`src/rtl/pipe_stage_chain.sv`:
```
// pipe_stage_chain: elastic chain of DEPTH pipeline latches carrying a
// control and a data field. Each stage has its own valid bit and the
// valid/ready handshake runs through the whole chain. Empty stages always
// accept, so bubbles collapse while the chain is stalled. Bubbles carry an
// all-zero control field so downstream write enables never fire spuriously.

// One register stage: valid, control, data.
module pipe_stage_reg #(
  parameter int DATA_W = 64,
  parameter int CTRL_W = 8
) (
  input  logic              clk,
  input  logic              rst,
  input  logic              flush,
  input  logic              i_adv,
  input  logic              i_v,
  input  logic [CTRL_W-1:0] i_c,
  input  logic [DATA_W-1:0] i_d,
  output logic              o_v,
  output logic [CTRL_W-1:0] o_c,
  output logic [DATA_W-1:0] o_d
);
  logic              r_v;
  logic [CTRL_W-1:0] r_c;
  logic [DATA_W-1:0] r_d;

  // Valid and control: cleared by reset/flush, zeroed when a bubble loads.
  always_ff @(posedge clk) begin
    if (rst || flush) begin
      r_v <= 1'b0;
      r_c <= '0;
    end else if (i_adv) begin
      r_v <= i_v;
      r_c <= i_v ? i_c : '0;
    end
  end

  // Data has no reset; its value is meaningless while the stage is empty.
  always_ff @(posedge clk) begin
    if (i_adv) r_d <= i_d;
  end

  assign o_v = r_v;
  assign o_c = r_c;
  assign o_d = r_d;
endmodule

module pipe_stage_chain #(
  parameter int DATA_W = 64,
  parameter int CTRL_W = 8,
  parameter int DEPTH  = 1
) (
  input  logic                       clk,
  input  logic                       rst,
  input  logic                       in_valid,
  output logic                       in_ready,
  input  logic [CTRL_W-1:0]          in_ctrl,
  input  logic [DATA_W-1:0]          in_data,
  input  logic                       flush,
  output logic                       out_valid,
  input  logic                       out_ready,
  output logic [CTRL_W-1:0]          out_ctrl,
  output logic [DATA_W-1:0]          out_data,
  output logic [$clog2(DEPTH+1)-1:0] occupancy
);
  localparam int OCC_W = $clog2(DEPTH + 1);

  if (DEPTH < 1 || DEPTH > 8) begin : g_bad_depth
    $error("pipe_stage_chain: DEPTH must be in 1..8");
  end

  logic [DEPTH-1:0]             w_v;
  logic [DEPTH-1:0][CTRL_W-1:0] w_c;
  logic [DEPTH-1:0][DATA_W-1:0] w_d;
  logic [DEPTH-1:0]             w_src_v;
  logic [DEPTH-1:0][CTRL_W-1:0] w_src_c;
  logic [DEPTH-1:0][DATA_W-1:0] w_src_d;
  logic [DEPTH-1:0]             w_adv;
  logic [OCC_W-1:0]             w_occ;

  // Advance terms, rippling from the output back to the input. A running
  // carry keeps this a plain chain rather than a vector feeding itself.
  always_comb begin
    logic carry;
    carry = out_ready;
    w_adv = '0;
    for (int i = DEPTH - 1; i >= 0; i--) begin
      carry    = !w_v[i] | carry;
      w_adv[i] = carry;
    end
  end

  for (genvar g = 0; g < DEPTH; g++) begin : g_stage
    if (g == 0) begin : g_head
      assign w_src_v[g] = in_valid;
      assign w_src_c[g] = in_ctrl;
      assign w_src_d[g] = in_data;
    end else begin : g_body
      assign w_src_v[g] = w_v[g-1];
      assign w_src_c[g] = w_c[g-1];
      assign w_src_d[g] = w_d[g-1];
    end

    pipe_stage_reg #(.DATA_W(DATA_W), .CTRL_W(CTRL_W)) u_stage (
      .clk   (clk),
      .rst   (rst),
      .flush (flush),
      .i_adv (w_adv[g]),
      .i_v   (w_src_v[g]),
      .i_c   (w_src_c[g]),
      .i_d   (w_src_d[g]),
      .o_v   (w_v[g]),
      .o_c   (w_c[g]),
      .o_d   (w_d[g])
    );
  end

  // Occupancy: popcount of the stage valid bits.
  always_comb begin
    w_occ = '0;
    for (int i = 0; i < DEPTH; i++) w_occ = w_occ + OCC_W'(w_v[i]);
  end

  // Flush drops the incoming beat, so upstream is always released then.
  assign in_ready  = w_adv[0] | flush;
  assign out_valid = w_v[DEPTH-1];
  assign out_ctrl  = w_c[DEPTH-1];
  assign out_data  = w_d[DEPTH-1];
  assign occupancy = w_occ;
endmodule

```
`config.mk`:
```
export PLATFORM = sky130hd
export DESIGN_NAME = pipe_stage_chain
export DESIGN_NICKNAME = d
export VERILOG_FILES = /design/src/rtl/pipe_stage_chain.sv
export SDC_FILE = /design/constraint.sdc
export NUM_CORES = 1
export LEC_CHECK = 0
export CAP_MARGIN = 20
export CORE_UTILIZATION = 38
export DETAILED_ROUTE_END_ITERATION = 10
export GPL_TIMING_DRIVEN = 0
export PLACE_DENSITY = 0.95
export SKIP_LAST_GASP = 1
export SLEW_MARGIN = 20
export SYNTH_ARGS = -nofsm -noshare
export SYNTH_HDL_FRONTEND = slang
export SYNTH_SLANG_ARGS = --single-unit
```
`constraint.sdc`:
```
create_clock -name clk -period 4.8 [get_ports clk]
set_input_delay 1.2 -clock clk [delete_from_list [all_inputs] [get_ports clk]]
set_output_delay 1.2 -clock clk [all_outputs]
set_load 0.1 [all_outputs]
```
==> flow_summary.ini, run 1 <==
[status]
status = finished clean

[sta]
fmax_mhz = 232.2
layout_setup_ws_ps = 492.9
clock_skew_ps = 5.412
min_period_ps = 4307
rsz0062_at_grt = no
worst_pin_slew_ps = 1040
fin_tns_setup_ps = 0
slew_viol_final = 0
slew_headroom_pct = 30.45
hold_viol = 0
fin_crit_sh_pct = 89.73
setup_violations = 0

[worst_setup_path]
crit_type = in -> out
path_cells = clkdlybuf4s50_1 -> nor2b_4 -> buf_6 -> nand2b_1 -> clkdlybuf4s50_1
critPathSlowestCell = clkdlybuf4s50_1
path_common_cell = clkdlybuf4s50_1
cp.arrival_ps = 3110
start_kind = input pin
worstPathRequired_ps = 3600
cp_max_fo = 10
endpoint_kind = output port
cp_slowest_stage_delay_ps = 1130

[floorplan]
die_area_um2 = 6282
initial_core_util_pct = 40.21
pin_count = 152
core.rowCount = 27
die_h_um = 79.26
coreArea_um2 = 5642
die_w_um = 79.26

[placement]
placed_cell_area_um2 = 3891
dp_hpwl_um = 4179
dp_slack_ps = 491.4
numPortBuffers = 151
placedCellCount = 329
place_congestion = 0.6955

[routing]
viasPerCell = 4.471
drc_errors = 0
num_vias = 1538
drt-total-wl_um = 5494
drtIter0Drc = 56
ant_nets = 0
drtPass1Iterations = 4
avgRoutedWirePerCell_um = 15.97

[synth]
synth_area_per_cell_um2 = 21.60
synth_top_area_cell = edfxtp_1
synth_nets = 182
synth_top_cell_area_share_pct = 84.72
synth_seq_cells = 73
ys_warn_count = 0
synth_cell_types = 12
syn_area_um2 = 2268
ys_seq_area_share_pct = 92.66
synth_edf_count = 64
synth_area_leaders = edfxtp_1 85%, dfxtp_1 7.9%, nand2_1 2.6%, a21oi_1 1.8%, o21ai_4 0.72%
yosysMostFrequentCell = edfxtp_1
synthCells = 105
yosys_most_used_dff = edfxtp_1
synthTopCellsByCount = 64 x edfxtp_1, 16 x nand2_1, 9 x dfxtp_1
synthArstFlopShare_pct = 0

[clock_network]
numCtsBuffers = 9
clock_path_buffers = 2
ctsHoldBuffers = 0
cts_resized = 0
clk_pin_slew_ps = 70
clkLatencyLatePin_ps = 320
numClockSinks = 73
root_buffer = clkbuf_8
post_cts_buffers = 0
htreeDepth = 3
cts_tree = yes

[finish]
layout.cells.non_filler = 344
area_delta_synth_final_pct = 80.31
nets = 345
fin_area_um2 = 4090
n_antenna_cell = 0
n_fill_cell = 360
fin_util_pct = 72.50
drive_gt1_share_pct = 6.250

[power_and_ir_drop]
powerDensity_nw_per_um2 = 403.2
p_leak_nw = 1.514
ir_drop_mv = 0.2210

[global_routing]
grt_max_degree = 43
antenna_found_initial = 0
grt_pass1_vias = 1642
grt_pass1_wl_um = 8445
grt_remaining_overflow = 0
track_usage_pct = 18.85

[hold_path]
hp-class = reg -> reg

[job]
drv_cap = 0
==> worst paths after layout <==
path,to,cells past startpoint,slack (ps),startpoint
hold reg to reg,g_stage[0].u_stage.o_c[6],2,450,g_stage[0].u_stage.o_c[6]
setup / recovery,in_ready,5,490,out_ready
setup reg to reg,g_stage[0].u_stage.o_c[4],5,3130,g_stage[0].u_stage.o_v
hold / removal,g_stage[0].u_stage.o_c[6],2,450,g_stage[0].u_stage.o_c[6]
==> registers in the layout (all words and copies together), names as in the netlist <==
name	count
g_stage.u_stage.o_v	1
g_stage.u_stage.o_c	8
g_stage.u_stage.o_d	64
==> metrics by stage <==
step           hold slack, ps  total power, mW
5_1_grt                 477.2            1.702
4_1_cts                 459.2            1.664
2_1_floorplan           879.1            1.041
6_report                453.1            1.649
3_5_place_dp            452.1            1.179
3_3_place_gp            437.1            1.172
==> cells in the final DEF (no fill, tap or decap) <==
cell,netlist,final
clkinv_2,0,1
clkbuf_8,0,9
nand2b_1,1,1
nor2_1,1,1
buf_4,1,1
inv_1,1,1
bufinv_16,0,2
o21ai_4,1,1
nor2b_4,1,1
nand2_1,16,16
clkinv_1,1,3
clkbuf_1,0,1
edfxtp_1,64,64
buf_6,1,1
clkdlybuf4s50_1,0,151
dfxtp_1,9,9
buf_12,0,1
a21oi_1,8,8
==> critical path, delay by kind of cell <==
family	cells	cell delay, ps
simple gates	2	140
buf+inv	3	1780
==> power breakdown <==
| group | switching [mW] | leakage (nW) | internal (mW) |
|---|---|---|---|
| logic | 0.307 | 0.671 | 0.116 |
| clock network | 0.201 | 0.0989 | 0.285 |
| registers | 0.0114 | 0.744 | 0.729 |
| total | 0.519 | 1.51 | 1.13 |
==> logic make-up (layout without fill, tap and decap cells) <==
kind of cell | after synthesis | count (layout) | synth area share (%)
and+or+nand+nor | 19 | 19 | 3.696
DFF | 73 | 73 | 92.66
buffers and inverters | 4 | 171 | 1.158
AOI/OAI and AO/OA | 9 | 9 | 2.482
==> per-layer routing <==
metal,up-vias,track usage (%),wire length [µm]
met2,101,31.29,2778
met1,708,20.25,1943
met5,-,0,0
met3,14,7.356,599
met4,0,11.27,171
li1,715,-,-
==> final cells by class <==
class | instances | area (µm²) | share of cell area, %
buffer | 2 | 18.77 | 0.4589
clock buffer | 10 | 127.6 | 3.120
clock inverter | 5 | 71.32 | 1.744
inverter | 2 | 8.758 | 0.2141
multi-input combinational | 28 | 140.1 | 3.426
sequential | 73 | 2102 | 51.39
tap | 72 | 90.09 | 2.203
timing repair buffer | 152 | 1531 | 37.44
Note: power is estimated with default switching activity, not from simulation.
==> run 2: changes to the inputs <==
- CELL_PAD_IN_SITES_DETAIL_PLACEMENT: default -> 1
- CELL_PAD_IN_SITES_GLOBAL_PLACEMENT: default -> 2
- CORE_UTILIZATION: 38 -> 24
- PLACE_DENSITY: 0.95 -> 0.94
==> run 2 against run 1 <==
Compared with the run above: sequential cell count did not move; global-route usage fell by 7.3 points; wire length rose by 4.4%; setup slack improved by 1.0 ps; critical path depth did not move; first-iteration DRC count fell by 8.9%; non-clock buffer count fell by 1; clock skew rose by 7.1 ps; critical endpoint unchanged; highest routed layer unchanged.
==> flow_summary.ini, run 2 (same netlist as run 1, synthesis figures left out) <==
[sta]
slew_headroom_pct = 32.12
fmax_mhz = 232.2
worst_pin_slew_ps = 1015
clock_skew_ps = 12.55
fin_tns_setup_ps = 0
min_period_ps = 4306
hold_viol = 0
fin_crit_sh_pct = 89.71
rsz0062_at_grt = no
timing.hold.ws_ps = 459.1
slew_viol_final = 0
setup_violations = 0

[floorplan]
core.rowCount = 35
pin_count = 152
coreArea_um2 = 9196
initial_core_util_pct = 24.67
die_h_um = 99.22
die_area_um2 = 9845
die_w_um = 99.22

[placement]
dp_hpwl_um = 4188
numPortBuffers = 151
place_congestion = 0.6986

[worst_setup_path]
r2r_start = g_stage[0].u_stage.o_v
crit_start = out_ready
start_kind = input pin
worstPathRequired_ps = 3600
rrSetupSlack_ps = 3250
r2r-end = g_stage[0].u_stage.o_c[7]
crit_type = in -> out
worstRegToRegCells = 4
cp_max_fo = 10
endpoint_kind = output port
cp.arrival_ps = 3110

[global_routing]
antenna_found_initial = 0
grt_pass1_wl_um = 8369
grt_pass1_vias = 1587
track_usage_pct = 11.54
grt_max_degree = 73
grt_remaining_overflow = 0

[routing]
drtIter0Drc = 51
ant_nets = 0
avgRoutedWirePerCell_um = 14.97
viasPerCell = 3.969
num_vias = 1520
drc_errors = 0
drtPass1Iterations = 4
drt-total-wl_um = 5735

[power_and_ir_drop]
ir_drop_mv = 0.1162
powerDensity_nw_per_um2 = 385.6
p_leak_nw = 1.485

[clock_network]
root_buffer = clkbuf_8
clock_path_buffers = 2
cts_tree = yes
htreeDepth = 3
clk_pin_slew_ps = 70
numClockSinks = 73
clkLatencyLatePin_ps = 330
cts_resized = 0
post_cts_buffers = 0
numCtsBuffers = 9
ctsHoldBuffers = 0

[hold_path]
min_to = g_stage[0].u_stage.o_c[6]
whs_path_depth = 2
hp-class = reg -> reg
min_from = g_stage[0].u_stage.o_c[6]

[finish]
drive_gt1_share_pct = 7.353
fin_util_pct = 44.50
nets = 344
n_antenna_cell = 0
largest_reg_flops = 64
area_delta_synth_final_pct = 80.42
final_common_cell = clkdlybuf4s50_1
final_cell_mix = 151 x clkdlybuf4s50_1, 64 x edfxtp_1, 16 x nand2_1

[status]
status = finished clean

[job]
drv_cap = 0
run 2: worst max path at each step:
stage | endpoint | slack [ps] | cells after the start
floorplan | g_stage[0].u_stage.o_d[0] | 1410 | 2
global placement | g_stage[0].u_stage.o_d[63] | 210 | 3
detailed placement | in_ready | 480 | 5
CTS | in_ready | 490 | 5
global route | in_ready | 460 | 5
finish | in_ready | 490 | 5
run 2: final cells by class:
class                   count  area (µm²)
plain buffers               2       18.77
flip-flops and latches     73        2102
fillers                   937        5104
inverters                   2       12.51
clock buffers               9       123.9
multi-input cells          28       140.1
clock inverters             7       45.04
well taps                 111       138.9
repair buffers            151        1511
run 2: layer usage:
metal	GRT usage, %	part of all wire (%)	vias up	wire, µm
li1	-	-	713	-
met1	13.26	42	707	2382
met2	19.02	49	93	2789
met3	4.638	8.5	7	490
met4	5.090	1.3	0	74
met5	0	0	-	0
run 2: worst max-delay path, stage by stage:
cell,delay (ps)
clkdlybuf4s50_1,500
nor2b_4,60
buf_6,140
nand2b_1,70
clkdlybuf4s50_1,1130
run 2: metrics by stage:
step                      total power, mW  instances  worst slack (ps)  area [µm²]
after floorplan                     1.041        105              1411        2268
after global placement              1.174        367             213.6        3919
after CTS                           1.611        383             485.7        4093
after global routing                1.638        383             458.2        4093
final                               1.578        383             493.9        4093
after detailed placement            1.179        367             480.1        3924
run 2: report_power, final:
group	switching [mW]	internal (mW)	leakage, nW
sequential	0.0101	0.729	0.744
combinational	0.308	0.115	0.662
clock	0.230	0.186	0.0791
total	0.548	1.03	1.49
==> run 3: changes to the inputs <==
- CORE_MARGIN: default -> 3
==> run 3 against run 2 <==
Compared with the run above: core utilization rose by 2.3 points; sequential power barely moved; sequential share of layout area fell by 1.1 points; via count rose by 3.3%; register-to-register slack got worse by 70 ps; first-iteration DRC count rose by 61%; setup slack improved by 4.2 ps; cell area rose by 2.1%; final cell count fell by 0.52%; critical path type unchanged; critical endpoint unchanged; largest power group unchanged.
==> flow_summary.ini, run 3 (same netlist as run 1, synthesis figures left out) <==
[status]
status = finished clean

[clock_network]
numCtsBuffers = 9
cts_resized = 0
cts_tree = yes
clkLatencyLatePin_ps = 340
htreeDepth = 3
root_buffer = clkbuf_8
ctsHoldBuffers = 0
clock_path_buffers = 2
numClockSinks = 73
clk_pin_slew_ps = 80
post_cts_buffers = 0

[worst_setup_path]
endpoint_kind = output port
cp_slowest_stage_delay_ps = 1130
cp_max_fo = 10
crit_type = in -> out
start_kind = input pin
critPathTopFamily = buffers and inverters
path_cells = clkdlybuf4s50_1 -> nor2b_4 -> buf_6 -> nand2b_1 -> clkdlybuf4s50_1
worstPathRequired_ps = 3600
crit_buf_inv = 3
critPathSlowestCell = clkdlybuf4s50_1
path_common_cell = clkdlybuf4s50_1
cp.arrival_ps = 3100

[sta]
worst_pin_slew_ps = 1010
layout_setup_ws_ps = 498.1
setup_violations = 0
hold_viol = 0
min_period_ps = 4302
fin_crit_sh_pct = 89.62
fmax_mhz = 232.5
slew_viol_final = 0
clock_skew_ps = 8.616
rsz0062_at_grt = no
slew_headroom_pct = 32.45
fin_tns_setup_ps = 0

[placement]
place_congestion = 0.7316
numPortBuffers = 151
dp_slack_ps = 499.3
dp_hpwl_um = 4999

[floorplan]
coreArea_um2 = 8934
die_w_um = 103.2
core.rowCount = 34
die_area_um2 = 10650
die_h_um = 103.2
pin_count = 152
initial_core_util_pct = 25.39

[global_routing]
grt_pass1_wl_um = 9315
grt_remaining_overflow = 0
grt_max_degree = 46
antenna_found_initial = 0
track_usage_pct = 12.10
grt_pass1_vias = 1701

[power_and_ir_drop]
p_switching_uw = 553.5
ir_drop_mv = 0.1408
intPower_mw = 1.193
powerDensity_nw_per_um2 = 418.0
power_mw = 1.747
power_frac_seq_pct = 42.4
combPwrFrac_pct = 24.4
p_leak_nw = 1.533
p_clk_share_pct = 33.3
sw_frac_of_total_pct = 31.69

[finish]
final_common_cell = clkdlybuf4s50_1
final_cell_mix = 151 x clkdlybuf4s50_1, 64 x edfxtp_1, 16 x nand2_1
n_antenna_cell = 0
nets = 345
drive_gt1_share_pct = 7.692
area_delta_synth_final_pct = 84.23
largest_reg_flops = 64

[job]
drv_cap = 0

[routing]
drtIter0Drc = 82
drc_errors = 0
drtPass1Iterations = 4
ant_nets = 0
num_vias = 1570
viasPerCell = 4.121
avgRoutedWirePerCell_um = 17.18
drt-total-wl_um = 6544

[hold_path]
hp-class = reg -> reg
run 3: cell count changes in the layout (fill, tap and decap cells not counted):
cell and delta:
clkinv_1 -1, buf_12 +1, clkbuf_1 +1, clkinv_2 -1, bufinv_16 +3, clkinvlp_4 -2
run 3: layout make-up:
type	count	area [µm²]
Fill cell	890	4755
Sequential cell	73	2102
Timing Repair Buffer	152	1531
Inverter	2	8.758
Multi-Input combinational cell	28	140.1
Clock buffer	10	127.6
Clock inverter	6	115.1
Tap cell	108	135.1
Buffer	2	18.77
run 3: routing by layer:
layer | track usage (%) | part of all wire (%)
met3 | 6.237 | 12
met4 | 4.781 | 0.70
met2 | 21.36 | 52
met1 | 12.04 | 35
met5 | 0 | 0
run 3: final timing paths:
| check | startpoint | to | slack [ps] | cells after the start |
|---|---|---|---|---|
| worst max register to register | g_stage[0].u_stage.o_v | g_stage[0].u_stage.o_c[0] | 3180 | 5 |
| worst max-delay path | out_ready | in_ready | 500 | 5 |
| worst min-delay path | g_stage[0].u_stage.o_c[6] | g_stage[0].u_stage.o_c[6] | 460 | 2 |
| worst min register to register | g_stage[0].u_stage.o_c[6] | g_stage[0].u_stage.o_c[6] | 460 | 2 |
run 3: stage by stage:
step	utilization, %	std cells	cell area [µm²]	hold WS (ps)
floorplan	-	105	2268	879.1
global placement	43.82	364	3915	438.5
detailed placement	44.06	365	3936	453.5
CTS	46.78	381	4179	468.8
global route	46.78	381	4179	487.0
finish	46.78	381	4179	461.5
run 3: power by group through the flow:
stage          combinational (mW)  sequential [mW]  clock (mW)
2_1_floorplan              0.0147             1.03           0
3_3_place_gp                0.423            0.753           0
3_5_place_dp                0.427            0.755           0
4_1_cts                     0.428            0.741       0.603
5_1_grt                     0.436            0.744       0.630
6_report                    0.425            0.740       0.581
run 3: worst reg2reg max path, delay by kind of cell (launching register included):
family / cells / cell delay, ps
DFF: 1 / 360
buffers and inverters: 2 / 780
AOI/OAI and AO/OA: 1 / 60
and+or+nand+nor: 2 / 290
